==> src/rtl/sram_bus_pkg.sv <==
// Shared widths, state encoding and default timing for the SRAM bus sequencer.
package sram_bus_pkg;

    localparam int ADDR_W    = 15;
    localparam int DATA_W    = 8;
    localparam int ADDR_LO_W = 8;
    localparam int ADDR_HI_W = ADDR_W - ADDR_LO_W;
    localparam int CNT_W     = 8;

    // Default wait-state counts.
    localparam int LE_CYC_DEF = 1;
    localparam int WE_CYC_DEF = 2;
    localparam int OE_CYC_DEF = 2;

    typedef enum logic [2:0] {
        IDLE,
        LATCH,
        HOLD,
        WPULSE,
        WREC,
        RPULSE,
        DONE
    } state_t;

    // A state lasting n cycles loads n-1 and leaves when the counter reads 0.
    function automatic logic [CNT_W-1:0] cyc_to_load(input int n);
        return CNT_W'(n - 1);
    endfunction

endpackage

==> src/rtl/sram_wait_cnt.sv <==
// 8-bit loadable down-counter with a zero flag; holds at zero.
module sram_wait_cnt
    import sram_bus_pkg::*;
(
    input  logic             clk,
    input  logic             rst,
    input  logic             load_i,
    input  logic [CNT_W-1:0] load_val_i,
    output logic             zero_o
);

    logic [CNT_W-1:0] cnt_q;

    // Load on state entry, otherwise count down towards zero.
    always_ff @(posedge clk or posedge rst) begin
        if (rst) begin
            cnt_q <= '0;
        end else if (load_i) begin
            cnt_q <= load_val_i;
        end else if (cnt_q != '0) begin
            cnt_q <= cnt_q - 1'b1;
        end
    end

    assign zero_o = (cnt_q == '0);

endmodule

==> src/rtl/sram_bus_sequencer.sv <==
// Sequences a 62256 SRAM behind a 74LS373 low-address latch.
// Every output is a register whose next value is decoded from the next state,
// so outputs change on the same edge as the state they belong to.
module sram_bus_sequencer
    import sram_bus_pkg::*;
#(
    parameter int LE_CYC = LE_CYC_DEF,
    parameter int WE_CYC = WE_CYC_DEF,
    parameter int OE_CYC = OE_CYC_DEF
) (
    input  logic        clk,
    input  logic        rst,
    input  logic        req,
    input  logic        wr,
    input  logic [14:0] addr,
    input  logic [7:0]  wdata,
    output logic        ack,
    output logic [7:0]  rdata,
    output logic        busy,
    output logic [7:0]  bus_ad,
    output logic        bus_drive,
    input  logic [7:0]  bus_ad_in,
    output logic        le,
    output logic        latch_oe_n,
    output logic [6:0]  addr_hi,
    output logic        sram_ce_n,
    output logic        sram_oe_n,
    output logic        sram_we_n
);

    if (LE_CYC < 1 || LE_CYC > 255) begin : g_bad_le
        $error("LE_CYC must be in 1..255");
    end
    if (WE_CYC < 1 || WE_CYC > 255) begin : g_bad_we
        $error("WE_CYC must be in 1..255");
    end
    if (OE_CYC < 1 || OE_CYC > 255) begin : g_bad_oe
        $error("OE_CYC must be in 1..255");
    end

    state_t              state_q, state_d;
    logic [ADDR_W-1:0]   addr_q;
    logic                wr_q;
    logic [DATA_W-1:0]   wdata_q;
    logic [ADDR_W-1:0]   cur_addr;
    logic [DATA_W-1:0]   cur_wdata;

    logic                cnt_load;
    logic [CNT_W-1:0]    cnt_val;
    logic                cnt_zero;

    logic                ack_q, ack_d;
    logic [DATA_W-1:0]   rdata_q, rdata_d;
    logic                busy_q, busy_d;
    logic [DATA_W-1:0]   bus_ad_q, bus_ad_d;
    logic                bus_drive_q, bus_drive_d;
    logic                le_q, le_d;
    logic                latch_oe_n_q, latch_oe_n_d;
    logic [ADDR_HI_W-1:0] addr_hi_q, addr_hi_d;
    logic                sram_ce_n_q, sram_ce_n_d;
    logic                sram_oe_n_q, sram_oe_n_d;
    logic                sram_we_n_q, sram_we_n_d;

    sram_wait_cnt u_wait_cnt (
        .clk        (clk),
        .rst        (rst),
        .load_i     (cnt_load),
        .load_val_i (cnt_val),
        .zero_o     (cnt_zero)
    );

    // The request is captured on the IDLE->LATCH edge, so LATCH outputs for
    // that edge must come straight from the host inputs.
    assign cur_addr  = (state_q == IDLE) ? addr  : addr_q;
    assign cur_wdata = (state_q == IDLE) ? wdata : wdata_q;

    // Next-state, wait-counter control and next-output decode.
    always_comb begin
        state_d  = state_q;
        cnt_load = 1'b0;
        cnt_val  = '0;
        rdata_d  = rdata_q;

        case (state_q)
            IDLE: begin
                if (req) begin
                    state_d  = LATCH;
                    cnt_load = 1'b1;
                    cnt_val  = cyc_to_load(LE_CYC);
                end
            end
            LATCH: begin
                if (cnt_zero) begin
                    state_d  = HOLD;
                    cnt_load = 1'b1;
                end
            end
            HOLD: begin
                cnt_load = 1'b1;
                if (wr_q) begin
                    state_d = WPULSE;
                    cnt_val = cyc_to_load(WE_CYC);
                end else begin
                    state_d = RPULSE;
                    cnt_val = cyc_to_load(OE_CYC);
                end
            end
            WPULSE: begin
                if (cnt_zero) begin
                    state_d  = WREC;
                    cnt_load = 1'b1;
                end
            end
            WREC: begin
                state_d  = DONE;
                cnt_load = 1'b1;
            end
            RPULSE: begin
                if (cnt_zero) begin
                    state_d  = DONE;
                    cnt_load = 1'b1;
                    rdata_d  = bus_ad_in;
                end
            end
            DONE: begin
                state_d = IDLE;
            end
            default: begin
                state_d = IDLE;
            end
        endcase

        ack_d        = 1'b0;
        busy_d       = (state_d != IDLE);
        bus_ad_d     = bus_ad_q;
        bus_drive_d  = 1'b0;
        le_d         = 1'b0;
        latch_oe_n_d = 1'b1;
        addr_hi_d    = addr_hi_q;
        sram_ce_n_d  = 1'b1;
        sram_oe_n_d  = 1'b1;
        sram_we_n_d  = 1'b1;

        case (state_d)
            LATCH: begin
                bus_drive_d = 1'b1;
                bus_ad_d    = cur_addr[ADDR_LO_W-1:0];
                le_d        = 1'b1;
                addr_hi_d   = cur_addr[ADDR_W-1:ADDR_LO_W];
            end
            HOLD: begin
                latch_oe_n_d = 1'b0;
                sram_ce_n_d  = 1'b0;
                // Reads release the bus here to give the SRAM a turnaround cycle.
                if (wr_q) begin
                    bus_drive_d = 1'b1;
                    bus_ad_d    = cur_wdata;
                end
            end
            WPULSE: begin
                latch_oe_n_d = 1'b0;
                sram_ce_n_d  = 1'b0;
                sram_we_n_d  = 1'b0;
                bus_drive_d  = 1'b1;
                bus_ad_d     = cur_wdata;
            end
            WREC: begin
                // Data stays on the bus one cycle past the WE rising edge.
                latch_oe_n_d = 1'b0;
                sram_ce_n_d  = 1'b0;
                bus_drive_d  = 1'b1;
                bus_ad_d     = cur_wdata;
            end
            RPULSE: begin
                latch_oe_n_d = 1'b0;
                sram_ce_n_d  = 1'b0;
                sram_oe_n_d  = 1'b0;
            end
            DONE: begin
                ack_d = 1'b1;
            end
            default: begin
            end
        endcase
    end

    // State, captured request and registered outputs.
    always_ff @(posedge clk or posedge rst) begin
        if (rst) begin
            state_q      <= IDLE;
            addr_q       <= '0;
            wr_q         <= 1'b0;
            wdata_q      <= '0;
            ack_q        <= 1'b0;
            rdata_q      <= '0;
            busy_q       <= 1'b0;
            bus_ad_q     <= '0;
            bus_drive_q  <= 1'b0;
            le_q         <= 1'b0;
            latch_oe_n_q <= 1'b1;
            addr_hi_q    <= '0;
            sram_ce_n_q  <= 1'b1;
            sram_oe_n_q  <= 1'b1;
            sram_we_n_q  <= 1'b1;
        end else begin
            state_q <= state_d;
            if (state_q == IDLE && req) begin
                addr_q  <= addr;
                wr_q    <= wr;
                wdata_q <= wdata;
            end
            ack_q        <= ack_d;
            rdata_q      <= rdata_d;
            busy_q       <= busy_d;
            bus_ad_q     <= bus_ad_d;
            bus_drive_q  <= bus_drive_d;
            le_q         <= le_d;
            latch_oe_n_q <= latch_oe_n_d;
            addr_hi_q    <= addr_hi_d;
            sram_ce_n_q  <= sram_ce_n_d;
            sram_oe_n_q  <= sram_oe_n_d;
            sram_we_n_q  <= sram_we_n_d;
        end
    end

    assign ack        = ack_q;
    assign rdata      = rdata_q;
    assign busy       = busy_q;
    assign bus_ad     = bus_ad_q;
    assign bus_drive  = bus_drive_q;
    assign le         = le_q;
    assign latch_oe_n = latch_oe_n_q;
    assign addr_hi    = addr_hi_q;
    assign sram_ce_n  = sram_ce_n_q;
    assign sram_oe_n  = sram_oe_n_q;
    assign sram_we_n  = sram_we_n_q;

    // Bus-contention and strobe-ordering invariants.
    a_no_drive_during_oe: assert property (@(posedge clk) disable iff (rst)
        !(bus_drive_q && !sram_oe_n_q));
    a_we_oe_exclusive: assert property (@(posedge clk) disable iff (rst)
        !(!sram_we_n_q && !sram_oe_n_q));
    a_le_low_when_ce: assert property (@(posedge clk) disable iff (rst)
        (sram_ce_n_q || !le_q));
    a_strobes_need_ce: assert property (@(posedge clk) disable iff (rst)
        ((sram_we_n_q && sram_oe_n_q) || !sram_ce_n_q));

endmodule

==> config.mk <==
export PLATFORM = sky130hd
export DESIGN_NAME = sram_bus_sequencer
export DESIGN_NICKNAME = d
export VERILOG_FILES = /design/src/rtl/sram_bus_pkg.sv /design/src/rtl/sram_wait_cnt.sv /design/src/rtl/sram_bus_sequencer.sv
export SDC_FILE = /design/constraint.sdc
export NUM_CORES = 1
export LEC_CHECK = 0
export ABC_AREA = 1
export BUFFER_PORTS_ARGS = -buffer_cell sky130_fd_sc_hd__buf_2
export CAP_MARGIN = 20
export CORE_UTILIZATION = 45
export DETAILED_ROUTE_END_ITERATION = 8
export PLACE_DENSITY = 0.78
export RECOVER_POWER = 25
export SYNTH_ARGS = -nofsm -noshare
export SYNTH_HDL_FRONTEND = slang
export SYNTH_SLANG_ARGS = --single-unit
==> constraint.sdc <==
create_clock -name clk -period 3.1 [get_ports clk]
set_input_delay 0.775 -clock clk [delete_from_list [all_inputs] [get_ports clk]]
set_output_delay 0.775 -clock clk [all_outputs]
set_load 0.05 [all_outputs]
Word-level counts from Yosys, hierarchy flattened
Cells that the tools add are included.
{"block": "word_totals", "regBits": 65, "output_inout_bits": 31, "elab_cells": 65}
{"block": "op_classes", "add_sub_neg": 1, "eq_ne": 12, "muxes": 23, "n_reduce_logical": 14}
{"operator": "$mux 8", "n": 4}
{"operator": "$pmux 8 s3", "n": 1}
{"operator": "$pmux 3 s6", "n": 1}
{"operator": "$eq 3x3->1 const B", "n": 5}
{"operator": "$mux 15", "n": 1}
{"operator": "$mux 3", "n": 5}
{"operator": "$eq 3x2->1 const B", "n": 4}
{"operator": "$mux 1", "n": 9}
{"operator": "$logic_not 8->1", "n": 1}
{"operator": "$reduce_bool 8->1", "n": 1}
{"operator": "$sub 8x1->8 const B", "n": 1}
{"operator": "$eq 3x1->1 const B", "n": 2}
{"operator": "$reduce_bool 3->1", "n": 2}
{"operator": "$reduce_or 3->1", "n": 2}
{"operator": "$reduce_and 2->1", "n": 2}
{"operator": "$reduce_or 2->1", "n": 2}
{"operator": "$reduce_or 4->1", "n": 1}
{"operator": "$logic_not 3->1", "n": 1}
{"operator": "$pmux 1 s3", "n": 1}
{"operator": "$ne 2x2->1 const B", "n": 1}
{"operator": "$pmux 1 s2", "n": 1}
{"operator": "$reduce_bool 2->1", "n": 1}
{"operator": "$logic_and 1x1->1", "n": 1}

Logic depth before layout (Yosys ltp)
Gate-level depths: netlist of run 1.
{"block": "depth", "word_depth": 7, "mapped_depth": 11, "mapped_depth_nobuf": 11}

Modules after synthesis
Synthesis of run 1 repeated with hierarchy kept, for this count alone.
{"block": "hier_totals", "hier_cells": 373, "hier_area_um2": 3180.6}
{"mod": "sram_bus_sequencer", "instances": 1, "cells_each": 302, "area_each_um2": 2650.0, "seq_area_each_um2": 1430.1}
{"mod": "sram_wait_cnt", "instances": 1, "cells_each": 71, "area_each_um2": 530.5, "seq_area_each_um2": 200.2}

Worst setup path before layout of run 1
OpenSTA, ideal clock, no wires.
{"block": "synth_path", "path_kind": "register -> register", "startpoint": "reg u_wait_cnt.cnt_q[0]", "endpoint": "reg addr_hi_q[0], in the netlist addr_hi[0]", "setup_ns": 0.122, "arrival_ns": 1.574, "t_required_ns": 2.978, "setup_slack_ns": 1.404, "path_stages_with_launch": 11, "period_less_slack_ns": 1.696, "cell_sequence": "dfrtp_1 > inv_1 > ha_1 > nand2_1 > nor2_1 > nand2_1 > nand3_1 > nand2_2 > buf_6 > nor2_1 > a21oi_1"}
{"block": "synth_via", "elab_chain_len": 4, "word_cells_on_any_way": 6, "cone_classes": "eq/ne: 1; mux: 4; reduce/logical: 1"}
{"item": "start, declared", "line_no": "sram_wait_cnt.sv:12", "rtl": "logic [CNT_W-1:0] cnt_q;"}
{"item": "start signal, assigned", "line_no": "sram_wait_cnt.sv:19", "rtl": "cnt_q <= load_val_i;"}
{"item": "start signal, assigned", "line_no": "sram_wait_cnt.sv:21", "rtl": "cnt_q <= cnt_q - 1'b1;"}
{"item": "$logic_not 8->1 *", "line_no": "sram_wait_cnt.sv:25", "rtl": "assign zero_o = (cnt_q == '0);"}
{"item": "$mux 3, on equally long branches", "line_no": "sram_bus_sequencer.sv:119, sram_bus_sequencer.sv:93, sram_bus_sequencer.sv:109"}
{"item": "$pmux 3 s6 *", "line_no": "sram_bus_sequencer.sv:84", "rtl": "case (state_q)"}
{"item": "$eq 3x1->1 *", "line_no": "sram_bus_sequencer.sv:144", "rtl": "case (state_d)"}
{"item": "end signal, assigned", "line_no": "sram_bus_sequencer.sv:219", "rtl": "addr_hi_q <= addr_hi_d;"}
{"item": "end, declared", "line_no": "sram_bus_sequencer.sv:59", "rtl": "logic [ADDR_HI_W-1:0] addr_hi_q, addr_hi_d;"}
Every way passes the cells marked *; elsewhere a longest branch is shown, timed or not.
A chain may end at the register's enable or synchronous reset.

==> results of run 1 <==
==> cell usage in the layout, fill, tap and decap left out <==
cell type	instances
buf_4	2
buf_2	65
nand3_4	2
nand2_1	101
clkbuf_8	10
clkinvlp_4	3
nor2_4	3
inv_6	1
clkbuf_1	2
nor2_1	37
ha_1	1
dfstp_2	3
nor2_2	1
o211ai_1	1
xor2_1	5
a21oi_1	16
a211oi_1	1
nand3_1	31
o21ai_0	30
o21bai_1	1
dfrtp_1	62
nand2_4	2
o211ai_2	1
inv_2	2
nand2_2	1
mux2_2	8
bufinv_16	1
nand4_1	4
nand4_2	2
o21ai_1	4
nor3_1	1
inv_1	41
clkinv_2	1
nand3_2	1
==> area by class of cell <==
cell class	instances	area, um^2	area share (%)
flip-flops and latches	65	1630	43.86
multi-input cells	254	1274	34.26
repair buffers	69	347.8	9.357
inverters	43	161.4	4.342
clock buffers	10	137.6	3.702
well taps	80	100.1	2.693
clock inverters	6	66.31	1.784
==> kinds of logic (layout without fill, tap and decap cells) <==
kind of cell    Yosys count  in the layout  synth area share, %
mux                       8              8                2.866
compound gates           54             54                9.077
flops                    65             65                51.87
simple gates            186            186                26.79
buf+inv                  57            128                7.604
fa+ha+maj                 1              1               0.3980
xor+xnor                  5              5                1.393
==> state kept, by name, summed over array words and instances (netlist names) <==
name              count
addr_q               15
bus_ad                8
busy                  1
sram_ce_n             1
wdata_q               8
sram_oe_n             1
state_q               3
ack                   1
rdata                 8
wr_q                  1
le                    1
sram_we_n             1
u_wait_cnt.cnt_q      8
bus_drive             1
addr_hi               7
==> worst reg2reg max path: cells and delay by family, from the launching register on <==
kind	cells	cell delay [ns]
buffers and inverters	1	0.33
AO/OA/AOI/OAI	1	0.21
AND/OR/NAND/NOR	6	0.95
flip-flops	1	0.50
==> per-layer routing <==
layer	vias to the layer above	part of all wire, %	global-route usage, %
li1	1334	-	-
met1	1223	47	26.79
met2	62	47	30.25
met3	7	5.1	5.005
met4	0	1.6	7.273
met5	-	0	0
==> worst min path at each step <==
stage                     from    endpoint  slack [ns]  cells past startpoint
finish               bus_ad[0]   bus_ad[0]        0.46                      2
global route         bus_ad[6]   bus_ad[6]        0.50                      2
CTS                        rst          le        0.44                      2
detailed placement   bus_ad[0]   bus_ad[0]        0.46                      2
global placement     bus_ad[0]   bus_ad[0]        0.46                      2
floorplan           addr_q[10]  addr_q[10]        0.45                      2
==> per-stage QoR <==
step                worst slack [ns]  cell area, um^2
CTS                            1.059             3725
detailed placement             1.081             3521
global route                  0.4977             3717
finish                        0.9670             3717
floorplan                     0.7035             3143
global placement               1.107             3521
==> metrics.txt, run 1 <==
CTS max path bufs=2; die height=between 80 and 90 um; clock transition at the registers of the reported paths=0.07 ns; CP Cell Sequence=buf_2 > inv_1 > clkbuf_1; antenna violations before repair=0; die width=~86 um; Seq cells post-synth=65; TritonCTS Buffers=9; top_reg_cell synth=dfrtp_1; most frequent cells after synthesis=101 x nand2_1, 62 x dfrtp_1, 41 x inv_1; 1st-pass router iterations=4; part of the Yosys area used for sequential elements=51.87%; Initial Util=46.52%; crit path from=rst; Max stage delay cell, worst path=clkbuf_1; H-Tree Depth=3; antenna cells=0; Avg Cell Area, Syn=between 8 and 9 um^2; Synth top area share=between 40 and 50%; Crit path required time=between 3 and 4 ns; period utilization=approximately 69%; Yosys top cell by area=dfrtp_1; Tmin final=2.133 ns; critical path buffer and inverter count=3; largest net degree at the start of global routing=27; vias in the first global route=between 2k and 2.5k; CP Class=primary input to asynchronous set/reset pin; CP Capture Type=asynchronous set/reset pin; reg2reg end=bus_ad[6]; Overflow after GRT=0; Worst EP arrival=about 2.4 ns; Final HPWL DP=~4.8 mm; relative slew slack=approximately a fifth; R2R depth=8; unrepaired setup endpoints after global routing=no; Fin. Hold Viols=0; most numerous cell in the Yosys netlist=nand2_1; Final Max Tran Viols=0; status=finished clean; worst hold margin=0.4642 ns; Setup TNS Final=0 ns; PortBufs=65; io pins=66; total track usage=between 10% and 20%; crit-path leading delay family=buffers and inverters; final wirelength=6.578 mm; R2R Path Start=state_q[0]; Synth area leaders=dfrtp_1 49%, nand2_1 12%, nand3_1 4.9%, inv_1 4.9%, o21ai_0 4.8%; Setup crit end=state_q[2]; RePlAce Congestion=approximately 0.8; routed len/inst=about 12 um; nets=between 400 and 500; number of synthesized flops with an enable pin=0; die area=7323 um^2; Syn Inst Count=376; post-route antenna net violation count=0; Synth Net Count=between 400 and 500; Crit path depth=3; dpl cells=roughly 500; Tightest Pin Transition=roughly 1.2 ns; Mapped Area=3143 um^2; DRT iter0 DRCs=approximately 120; Clock Latency Late Sink=between 0.3 and 0.4 ns; vias=roughly 2.6k; CP Max Fanout=23; PostCTS Resize Cnt=0; area grow syn2layout=18.27%; CTS Sinks=65; maxcap violations=0; CTS tree=built; DR DRC count=0; non-filler cells in the finished layout=527; global-route wire length before repair=~11 mm; max incr delay on CP=between 0.9 and 1 ns; Hold Path Class=register to register; Clock Tree Root=clkbuf_8; site row count=30; fill cell count=628; skew final=~0.012 ns; Unique masters post-synth=31; CP startpoint kind=primary input; core box area=about 6800 um^2; Post-CTS Setup Bufs=0; ys async rst share=100.0%; # hold bufs at CTS=0; FMAX=roughly 470 MHz; fraction of layout cells with a size suffix above 1=24.38%; final setup vio count=0; vias per std cell=4.983; R2R setup slack=1.05 ns; final cell utilization of the core=between 50% and 60%; Ys Warns=0
Power of run 1 is left out: the tool's default activity adds up to more than one toggle a clock period on the data nets, which glitch-free logic cannot reach.
==> run 2, diff against run 1 <==
--- a/config.mk
+++ b/config.mk
@@ -5,7 +5,7 @@
 export SDC_FILE = /design/constraint.sdc
 export NUM_CORES = 1
 export LEC_CHECK = 0
-export ABC_AREA = 1
+export ABC_AREA = 0
 export BUFFER_PORTS_ARGS = -buffer_cell sky130_fd_sc_hd__buf_2
 export CAP_MARGIN = 20
 export CORE_UTILIZATION = 45
==> constraint.sdc (replaced) <==
create_clock -name clk -period 2 [get_ports clk]
set_input_delay 0.5 -clock clk [delete_from_list [all_inputs] [get_ports clk]]
set_output_delay 0.5 -clock clk [all_outputs]
set_load 0.05 [all_outputs]
==> run 2 against run 1 <==
  * The flow now finishes with violations (DRC)
  * Register-to-register slack worse by 1.0 ns
  * Global-route usage hardly changed
  * Utilization is 6.1 points higher
  * Non-clock buffer count is 22 higher
  * Worst setup slack worse by 0.96 ns
  * Sequential share of layout area is 2.8 points lower
  * Flip-flop and latch count stayed put
  * Critical path type is now register to register
  * Critical endpoint is now rdata[4]
==> metrics.txt, run 2 <==
die height=84.77 um (was 85.58 um); Synth Area in Adders=0.4058% (was 0.3981%); fill cell count=549 (was 628); RePlAce Congestion=0.8550 (was 0.8127); Tmin final=between 1.5 and 2 ns; CP startpoint kind=register (was primary input); vias=2353 (was 2626); PortBufs=65 (unchanged); die area=7186 um^2 (was 7323 um^2); Max stage delay cell, worst path=dfrtp_1 (was clkbuf_1); largest net degree at the start of global routing=32 (was 27); CP Cell Sequence=inv_2 > ha_4 > nor4b_4 > buf_4 > nand2_4 > nor3_4 > buf_12 > mux2_4 (was buf_2 > inv_1 > clkbuf_1); Ys Warns=0 (unchanged); max incr delay on CP=0.39 ns (was 0.94 ns); Initial Util=47.47% (was 46.52%); Syn Inst Count=265 (was 376); part of the Yosys area used for sequential elements=52.88% (was 51.87%); Synth area leaders=dfrtp_1 50%, mux2_2 12%, mux2i_1 5.2%, nor2_1 3.0%, dfstp_2 2.6% (was dfrtp_1 49%, nand2_1 12%, nand3_1 4.9%, inv_1 4.9%, o21ai_0 4.8%); Yosys top cell by area=dfrtp_1 (unchanged); vias in the first global route=2273 (was 2483); Synth top area share=50.32% (was 49.36%); Mapped Area=3083 um^2 (was 3143 um^2); FMAX=~500 MHz; DRT iter0 DRCs=120 (was 122); CTS tree=built (unchanged); CP Max Fanout=8 (was 23); unrepaired setup endpoints after global routing=yes (was no); CP Capture Type=register (was asynchronous set/reset pin); area grow syn2layout=28.81% (was 18.27%); commonest cells after routing, fill and taps aside=66 x buf_2, 62 x dfrtp_1, 25 x mux2_2, 25 x nor2_1, 20 x buf_4 (was 101 x nand2_1, 65 x buf_2, 62 x dfrtp_1, 41 x inv_1, 37 x nor2_1); vias per std cell=5.447 (was 4.983); CTS max path bufs=2 (unchanged); CP Class=register to register (was primary input to asynchronous set/reset pin); die width=84.77 um (was 85.58 um); nets=387 (was 478); ys async rst share=100.0% (unchanged); failing checks=DRC; most numerous cell in the Yosys netlist=dfrtp_1 (was nand2_1); CTS Sinks=65 (unchanged); Tightest Pin Transition=0.8019 ns (was 1.191 ns); clock transition at the registers of the reported paths=0.07 ns (about the same); Unique masters post-synth=42 (was 31); Worst EP arrival=2.24 ns (was 2.41 ns); TritonCTS Buffers=9 (unchanged); status=finished, violations left (was finished clean); main combinational cell family by area after synthesis=multiplexers (was simple AND/OR/NAND/NOR gates); maxcap violations=0 (unchanged); Overflow after GRT=0 (unchanged); xor and xnor area share after synthesis=1.420% (was 1.393%); relative slew slack=46.25% (was 20.60%); Crit path required time=2.24 ns (was 3.37 ns); Avg Cell Area, Syn=11.63 um^2 (was 8.359 um^2); Seq cells post-synth=65 (unchanged); Top reg by flops=addr_q (unchanged); Clock Latency Late Sink=0.35 ns (about the same); Synth Net Count=301 (was 412); fraction of layout cells with a size suffix above 1=46.20% (was 24.38%); R2R setup slack=0.002 ns (was 1.05 ns); Final HPWL DP=4.564 mm (was 4.789 mm); io pins=66 (unchanged); Max IR drop VDD=between 0.0009 and 0.001 V; total track usage=19.57% (was 19.58%); mux cell area share after synthesis=17.25% (was 2.866%); number of synthesized flops with an enable pin=0 (unchanged); final setup vio count=0 (unchanged); antenna cells=0 (unchanged); Hold Path Class=primary input to asynchronous set/reset pin (was register to register); static leakage power=1.772 nW; Final Max Tran Viols=0 (unchanged); H-Tree Depth=3 (unchanged); compound-gate portion of the synthesized area=13.31% (was 9.076%); max FFs per register=15 (unchanged); DR DRC count=5 (was 0); worst hold margin=0.2489 ns (was 0.4642 ns); Post-Synth Simple-Gate Area=11.28% (was 26.79%); antenna violations before repair=0 (unchanged); top_reg_cell synth=dfrtp_1 (unchanged); post-route antenna net violation count=0 (unchanged); Setup TNS Final=0 ns (unchanged); 1st-pass router iterations=7 (was 4); global-route wire length before repair=10.59 mm (was 11.27 mm); most frequent cells after synthesis=62 x dfrtp_1, 33 x mux2_2, 25 x nor2_1 (was 101 x nand2_1, 62 x dfrtp_1, 41 x inv_1); PwrDens=1791 nW/um^2; most common cell after layout, fill and taps aside=buf_2 (was nand2_1); routed len/inst=15.74 um (was 12.48 um); final wirelength=6.798 mm (was 6.578 mm); Clock Tree Root=clkbuf_8 (unchanged); period utilization=roughly 100%; site row count=29 (was 30); core box area=6495 um^2 (was 6756 um^2); skew final=0.005258 ns (was 0.01200 ns); Fin. Hold Viols=0 (unchanged)
==> run 2: cell count changes in the layout (fill, tap and decap cells not counted), moves of 17 or more <==
cell     delta
nand3_1    -30
buf_4      +18
mux2_2     +17
o21ai_0    -17
inv_1      -37
nand2_1    -95
==> run 2: worst paths after layout <==
check	endpoint	cells after the start	startpoint
worst min-delay path	addr_hi[3]	2	rst
worst max-delay path	rdata[4]	8	u_wait_cnt.cnt_q[1]
min in group clk	rdata[6]	2	bus_ad_in[6]
max in group asynchronous	u_wait_cnt.cnt_q[3]	3	rst
worst max register to register	rdata[4]	8	u_wait_cnt.cnt_q[1]
worst min register to register	wdata_q[3]	1	wdata_q[3]
==> run 2: timing repair <==
action	4_1_cts	5_1_grt
endpoints found under the setup margin	4	20
gates resized for setup	2	30
buffers inserted	0	2
cloned	0	1
pin swaps	0	4
hold buffers	0	0
==> run 2: through the flow <==
| step | instances | cell area [um^2] | setup slack, ns | util (%) | power (mW) |
|---|---|---|---|---|---|
| floorplan | 265 | 3089 | 0.01684 | - | 4.865 |
| global placement | 414 | 3671 | 0.08054 | 56.52 | 5.649 |
| detailed placement | 414 | 3671 | -0.04959 | 56.52 | 5.766 |
| CTS | 429 | 3871 | -0.05400 | 59.60 | 6.899 |
| global route | 432 | 3971 | -0.09733 | 61.14 | 7.520 |
| finish | 432 | 3971 | 0.002399 | 61.14 | 7.112 |
==> run 2: kinds of logic (layout without fill, tap and decap cells) <==
| logic type | after synthesis | in the layout |
|---|---|---|
| DFF | 65 | 65 |
| AOI/OAI and AO/OA | 62 | 62 |
| and+or+nand+nor | 60 | 60 |
| muxes | 49 | 49 |
| buffers and inverters | 23 | 113 |
| xor gates and xnor gates | 5 | 5 |
| adders and majority gates | 1 | 1 |
==> run 2: power by group <==
part	internal, mW	switching [mW]	total, mW
registers	1.95	0.343	2.29
logic	1.41	2.31	3.72
clock network	0.574	0.521	1.09
total	3.94	3.17	7.11
==> run 2: per-layer routing <==
| layer | vias to the layer above | wire length (um) | part of all wire, % | track usage [%] |
|---|---|---|---|---|
| li1 | 1131 | - | - | - |
| met1 | 1151 | 3070 | 45 | 23.81 |
| met2 | 55 | 3206 | 47 | 31.04 |
| met3 | 16 | 309 | 4.5 | 5.015 |
| met4 | 0 | 212 | 3.1 | 12.63 |
| met5 | - | 0 | 0 | 0 |
==> run 2: area by class of cell <==
type	instances	area (um^2)	share of cell area, %
Clock buffer	9	123.9	3.119
Clock inverter	6	70.07	1.764
Inverter	7	27.53	0.6931
Multi-Input combinational cell	177	1466	36.93
Sequential cell	65	1630	41.05
Tap cell	77	96.34	2.426
Timing Repair Buffer	91	556.8	14.02
==> run 2: worst max-delay path: cells and delay by family (launching register included) <==
| family | cells | cell delay (ns) |
|---|---|---|
| adders and majority gates | 1 | 0.14 |
| and+or+nand+nor | 3 | 0.61 |
| muxes | 1 | 0.30 |
| DFF | 1 | 0.39 |
| buffers and inverters | 3 | 0.44 |
Note: power is estimated with default switching activity, not from simulation.
